**src/rtl/fetch_pkg.sv**
```systemverilog
// fetch_pkg: shared defaults and the prefetch queue entry type for the
// fetch_prefetch slice.
//   FETCH_BASEADDR_DEFAULT : PC loaded at reset
//   FETCH_DEPTH_DEFAULT    : prefetch queue entries
//   fetch_entry_t          : {pc, insn} record stored per queue slot
package fetch_pkg;

  localparam logic [31:0]  FETCH_BASEADDR_DEFAULT = 32'h0100_0000;
  localparam int unsigned  FETCH_DEPTH_DEFAULT    = 4;

  typedef struct packed {
    logic [31:0] pc;
    logic [31:0] insn;
  } fetch_entry_t;

endpackage

```
**src/rtl/fetch_fifo.sv**
```systemverilog
// fetch_fifo: DEPTH-entry circular buffer for prefetched instructions.
// Ports:
//   clk, reset      : clock, synchronous active-high reset
//   push_i/push_data_i : write one entry (ignored when full without a pop)
//   pop_i           : retire the head entry (ignored when empty)
//   flush_i         : empty the buffer; dominates push and pop
//   head_o          : oldest entry
//   count_o         : number of valid entries (0..DEPTH)
module fetch_fifo
  import fetch_pkg::*;
#(
  parameter int unsigned DEPTH = FETCH_DEPTH_DEFAULT,
  parameter type entry_t = fetch_entry_t
) (
  input  logic                 clk,
  input  logic                 reset,
  input  logic                 push_i,
  input  entry_t               push_data_i,
  input  logic                 pop_i,
  input  logic                 flush_i,
  output entry_t               head_o,
  output logic [$clog2(DEPTH):0] count_o
);

  localparam int unsigned PW = $clog2(DEPTH);

  entry_t         mem [DEPTH];
  logic [PW-1:0]  rd_ptr;
  logic [PW-1:0]  wr_ptr;
  logic           do_push;
  logic           do_pop;

  assign do_pop  = pop_i && (count_o != '0);
  assign do_push = push_i && ((count_o != (PW+1)'(DEPTH)) || do_pop);
  assign head_o  = mem[rd_ptr];

  always_ff @(posedge clk) begin
    if (reset || flush_i) begin
      rd_ptr  <= '0;
      wr_ptr  <= '0;
      count_o <= '0;
    end else begin
      if (do_push) wr_ptr <= wr_ptr + 1'b1;
      if (do_pop)  rd_ptr <= rd_ptr + 1'b1;
      count_o <= count_o + (PW+1)'(do_push) - (PW+1)'(do_pop);
    end
  end

  // Storage needs no reset; validity is tracked by the pointers.
  always_ff @(posedge clk) begin
    if (do_push && !reset && !flush_i) mem[wr_ptr] <= push_data_i;
  end

endmodule

```
**src/rtl/fetch_prefetch.sv**
```systemverilog
// fetch_prefetch: instruction prefetcher with an in-order memory interface,
// credit-based request throttling and redirect handling with stale-response
// dropping.
// Ports:
//   clk, reset                 : clock, synchronous active-high reset
//   redirect_i, redirect_pc_i  : execute-stage PC redirect and target
//   imem_req_o, imem_addr_o    : instruction-memory read request/address
//   imem_gnt_i                 : request accepted this cycle
//   imem_rvalid_i, imem_rdata_i: in-order read response
//   dec_valid_o/dec_ready_i    : queue head handshake toward decode
//   dec_pc_o, dec_insn_o       : head PC and instruction
// Optional (macro FETCH_PERF_CNT_EN):
//   perf_fetched_o             : saturating count of pops to decode
//   perf_flushed_o             : saturating count of flushed entries + drops
module fetch_prefetch
  import fetch_pkg::*;
#(
  parameter int unsigned       AWIDTH   = 32,
  parameter int unsigned       DWIDTH   = 32,
  parameter logic [AWIDTH-1:0] BASEADDR = AWIDTH'(FETCH_BASEADDR_DEFAULT),
  parameter int unsigned       DEPTH    = FETCH_DEPTH_DEFAULT
) (
  input  logic              clk,
  input  logic              reset,
  input  logic              redirect_i,
  input  logic [AWIDTH-1:0] redirect_pc_i,
  output logic              imem_req_o,
  output logic [AWIDTH-1:0] imem_addr_o,
  input  logic              imem_gnt_i,
  input  logic              imem_rvalid_i,
  input  logic [DWIDTH-1:0] imem_rdata_i,
  output logic              dec_valid_o,
  input  logic              dec_ready_i,
  output logic [AWIDTH-1:0] dec_pc_o,
  output logic [DWIDTH-1:0] dec_insn_o
`ifdef FETCH_PERF_CNT_EN
  ,
  output logic [31:0]       perf_fetched_o,
  output logic [31:0]       perf_flushed_o
`endif
);

  typedef struct packed {
    logic [AWIDTH-1:0] pc;
    logic [DWIDTH-1:0] insn;
  } entry_t;

  localparam int unsigned CW = $clog2(DEPTH) + 2;
  localparam int unsigned QW = $clog2(DEPTH) + 1;

  logic [AWIDTH-1:0] fetch_pc;
  logic [AWIDTH-1:0] resp_pc;
  logic [AWIDTH-1:0] redirect_target;
  logic [CW-1:0]     outstanding;
  logic [CW-1:0]     drop_count;
  logic [CW-1:0]     credit_used;
  logic [CW-1:0]     drop_pending;
  logic [QW-1:0]     q_count;
  logic              accept;
  logic              rv_drop;
  logic              rv_keep;
  logic              pop;
  entry_t            push_entry;
  entry_t            head;
  logic              unused_pc_bits;

  assign unused_pc_bits  = ^redirect_pc_i[1:0];
  assign redirect_target = {redirect_pc_i[AWIDTH-1:2], 2'b00};

  // Every issued request already owns a queue slot, so the queue cannot overflow.
  assign credit_used = CW'(q_count) + outstanding + drop_count;
  assign imem_req_o  = !reset && !redirect_i && (credit_used < CW'(DEPTH));
  assign imem_addr_o = fetch_pc;
  assign accept      = imem_req_o && imem_gnt_i;

  // Responses are in order, so the oldest drop_count responses are stale.
  assign rv_drop = imem_rvalid_i && !reset && (redirect_i || (drop_count != '0));
  assign rv_keep = imem_rvalid_i && !reset && !rv_drop;

  assign dec_valid_o = !reset && (q_count != '0);
  assign pop         = dec_valid_o && dec_ready_i && !redirect_i;
  assign dec_pc_o    = head.pc;
  assign dec_insn_o  = head.insn;
  assign push_entry  = '{pc: resp_pc, insn: imem_rdata_i};

  // A response arriving in the redirect cycle retires one of the requests
  // that becomes a drop, so it is removed from the new drop total.
  assign drop_pending = drop_count + outstanding + CW'(accept);

  always_ff @(posedge clk) begin
    if (reset) begin
      fetch_pc    <= BASEADDR;
      resp_pc     <= BASEADDR;
      outstanding <= '0;
      drop_count  <= '0;
    end else if (redirect_i) begin
      fetch_pc    <= redirect_target;
      resp_pc     <= redirect_target;
      outstanding <= '0;
      drop_count  <= (imem_rvalid_i && (drop_pending != '0)) ? drop_pending - CW'(1)
                                                             : drop_pending;
    end else begin
      if (accept)  fetch_pc <= fetch_pc + AWIDTH'(4);
      if (rv_keep) resp_pc  <= resp_pc + AWIDTH'(4);
      outstanding <= outstanding + CW'(accept) - CW'(rv_keep);
      if (rv_drop) drop_count <= drop_count - CW'(1);
    end
  end

  fetch_fifo #(
    .DEPTH   (DEPTH),
    .entry_t (entry_t)
  ) u_fifo (
    .clk         (clk),
    .reset       (reset),
    .push_i      (rv_keep),
    .push_data_i (push_entry),
    .pop_i       (pop),
    .flush_i     (redirect_i),
    .head_o      (head),
    .count_o     (q_count)
  );

`ifdef FETCH_PERF_CNT_EN
  logic [32:0] flushed_sum;

  assign flushed_sum = {1'b0, perf_flushed_o}
                     + 33'(redirect_i ? q_count : QW'(0))
                     + 33'(rv_drop);

  always_ff @(posedge clk) begin
    if (reset) begin
      perf_fetched_o <= '0;
      perf_flushed_o <= '0;
    end else begin
      if (pop && (perf_fetched_o != '1)) perf_fetched_o <= perf_fetched_o + 32'd1;
      perf_flushed_o <= flushed_sum[32] ? '1 : flushed_sum[31:0];
    end
  end
`endif

endmodule

```
**config.mk**
```make
export PLATFORM = sky130hd
export DESIGN_NAME = fetch_prefetch
export DESIGN_NICKNAME = d
export VERILOG_FILES = /design/src/rtl/fetch_pkg.sv /design/src/rtl/fetch_fifo.sv /design/src/rtl/fetch_prefetch.sv
export SDC_FILE = /design/constraint.sdc
export NUM_CORES = 1
export LEC_CHECK = 0
export BUFFER_PORTS_ARGS = -buffer_cell sky130_fd_sc_hd__buf_2
export CAP_MARGIN = 25
export CORE_UTILIZATION = 40
export CTS_CLUSTER_SIZE = 28
export DETAILED_ROUTE_END_ITERATION = 8
export GPL_TIMING_DRIVEN = 0
export PLACE_DENSITY = 0.64
export SLEW_MARGIN = 20
export SYNTH_ARGS = -nofsm -noshare
export SYNTH_HDL_FRONTEND = slang
export SYNTH_SLANG_ARGS = --single-unit
```
**constraint.sdc**
```tcl
create_clock -name clk -period 6.2 [get_ports clk]
set_input_delay 1.86 -clock clk [delete_from_list [all_inputs] [get_ports clk]]
set_output_delay 1.86 -clock clk [all_outputs]
set_load 0.005 [all_outputs]
```
==> metrics.txt <==
PD cells=305 mW/mm2; cells after synthesis=893; sw power=about 1100 uW; Die Area=0.0347 mm2; Final Hold Slack=between 0.5 and 0.6 ns; Total Power=4940 uW; Total Routing Usage GR=about 18%; r2r setup slk=0.94 ns; Worst Path Required=around 6.6 ns; commonest cells after routing, fill and taps aside=248 x edfxtp_1, 173 x buf_2, 77 x dfxtp_1, 62 x mux4_2, 56 x nand2_1; largest fanout on the critical path=10; top cell family by delay on the critical path=simple AND/OR/NAND/NOR gates; post-cts sizing count=0; FFs w/ async S/R, synth=0%; Worst Setup End Kind=register; area added between synthesis and finish=19.5%; clock root buffer=clkbuf_16; status=complete, no violations; Die W=186 um; area of the mapped netlist=0.0136 mm2; setup ws final=0.861 ns; Cell Chain, Critical Path=buf_2, nor2_1, and3_1, buf_2, nand2_1, inv_1, fa_1, inv_1, fa_1, ha_1, nand2_1, o31ai_1, mux2_2, a211oi_1; Placed Area=0.0150 mm2; hpwl dp=between 20 and 25 mm; CP max-delay cell=fa_1; period utilisation layout=86.1%; Gate power share=7.2%; slew margin rel.=50.3%; maximum VDD drop=0.000155 V; Setup Crit Path Kind=in2reg; CTS Hold Bufs=0; row count=67; Setup-failing EPs final=0; Fin Setup TNS=0 ns; worst skew pair latency=0.52 ns; f_max=187 MHz; Seq cells post-synth=325; via count=8388; HP Class=reg2reg; clock sink count=325; Reg power frac=about 50%; antenna-violating nets left=0; Net Sw Frac=22.2%; DR DRC count=0; Synth area leader=edfxtp_1; Worst-path clk slew=~0.06 ns; clk buf depth=3; vias in the first global route=between 8000 and 9000; final net count=1192; number of flops mapped to enable cells by yosys=248; largest net degree at the start of global routing=37; drt first pass iters=7; WL final=31.4 mm; layout cells sized above 1=27.7%; Yosys Warn Count=0; die height=186 um; Final Hold Fails=0; CTS tree=built; total gr overflow=0; post-route cell area=0.0162 mm2; ys flop type=edfxtp_1; IO Pins=168; Critical Path AT=roughly 5.8 ns; WP buf/inv=4; Avg WL per Cell=20.0 um; post-CTS setup buffer count=0; Int Power=about 3800 uW; GP Congestion=between 0.9 and 1; Worst Tran Pin Value=0.745 ns; max-slew violation total from the final report=0; synth unique cells=around 60; RSZ-0062 raised after global routing=no; Ant. Diodes=0; first-pass GRT wire length=47.5 mm; Final Critical Period=5.34 ns; Via density=~5.3; Mean Syn Cell Area=15.2 um2; Num CTS Buffers=36; top area cells in the synthesized netlist=edfxtp_1 55%, dfxtp_1 11%, mux4_2 10%; startpoint class of the critical path=primary input; commonest non-fill, non-tap cell in the layout=edfxtp_1; Leak=0.00550 uW; sequential area share after synthesis=between 60% and 70%; core area=~0.033 mm2; H-tree level count=2; Starting DRT DRC Count=522; Initial Util=40.6%; skew final=around 0.022 ns; Setup WS pre-CTS=0.444 ns; slowest stage delay, CP=0.54 ns; MaxCap Viol Count=0; part of the power in the clock network=between 40% and 50%; antenna violations before repair=0; PortBufs=159; Synth top area share=54.9%
## path summary, 6_finish.rpt
check	endpoint	startpoint	depth (start not counted)
worst max register to register	drop_count[1]	outstanding[1]	16
worst max-delay path	drop_count[1]	redirect_i	14
worst min register to register	u_fifo.mem[0][52]	resp_pc[20]	0
worst min-delay path	u_fifo.mem[0][52]	resp_pc[20]	0
## metal layers
metal	routed length, um	up-vias	global-route usage (%)
met1	13800	4142	25.2
met2	14800	323	29.7
met4	520	0	4.59
li1	-	3877	-
met5	0	-	0
met3	2300	46	3.43
## cell families (layout without fill, tap and decap cells)
kind of cell             after synthesis  in the layout  synth area share (%)
flip-flops                           325            325                  66.3
AND/OR/NAND/NOR                      222            222                  8.56
AO/OA/AOI/OAI                        128            128                  6.28
buffers and inverters                 81            309                  2.48
multiplexers                          70             70                  10.9
XOR/XNOR                              41             41                  2.76
adder cells (fa/ha/maj)               25             25                  2.69
other                                  1              4                0.0276
## state kept, by name, indices dropped and copies added (netlist names), named ones only
name and count:
drop_count 4, imem_addr_o 30, outstanding 4, resp_pc 30, u_fifo.count_o 3, u_fifo.mem 248, u_fifo.rd_ptr 2, u_fifo.wr_ptr 2
## power groups by stage
| stage | combinational (uW) | clock [uW] | sequential (uW) |
|---|---|---|---|
| final | 357 | 2120 | 2460 |
| after global routing | 396 | 2250 | 2470 |
| after CTS | 356 | 2170 | 2460 |
| after detailed placement | 354 | 0 | 2500 |
| after global placement | 346 | 0 | 2500 |
| after floorplan | 218 | 0 | 2490 |
## Yosys cell counts, types with 2 or more instances
master / number
edfxtp_1: 248
dfxtp_1: 77
mux4_2: 62
nand2_1: 56
a21oi_1: 38
nor2_1: 36
inv_1: 33
xnor2_1: 33
clkbuf_1: 28
nand4_1: 21
nand3_1: 19
nor3_1: 19
ha_1: 18
a31oi_1: 15
buf_2: 14
or3_1: 13
a211oi_1: 12
nor4_1: 12
a21boi_0: 10
o211ai_1: 10
and2_1: 9
o21ai_0: 9
and3_1: 8
o31a_1: 8
and4_1: 7
fa_1: 7
o22ai_1: 6
xor2_1: 6
mux2_2: 5
o21a_1: 5
buf_4: 4
nand2b_1: 4
or4_1: 4
mux2i_1: 3
nor3b_1: 3
o311ai_0: 3
or2_2: 3
a311oi_1: 2
buf_1: 2
xor2_2: 2
## final cells by class
type / count / area, um2
fill: 2920 / 17200
timing repair buffer: 163 / 883
multi-input combinational: 490 / 4260
tap: 448 / 561
sequential: 325 / 8990
clock inverter: 15 / 179
clock buffer: 50 / 995
inverter: 33 / 124
buffer: 48 / 213
## stage by stage
step / cells / utilization, %
floorplan: 896 / -
global placement: 1503 / 44.6
detailed placement: 1507 / 44.9
CTS: 1572 / 48.4
global route: 1572 / 48.4
finish: 1572 / 48.4
Power figures use the tool's default switching activity.
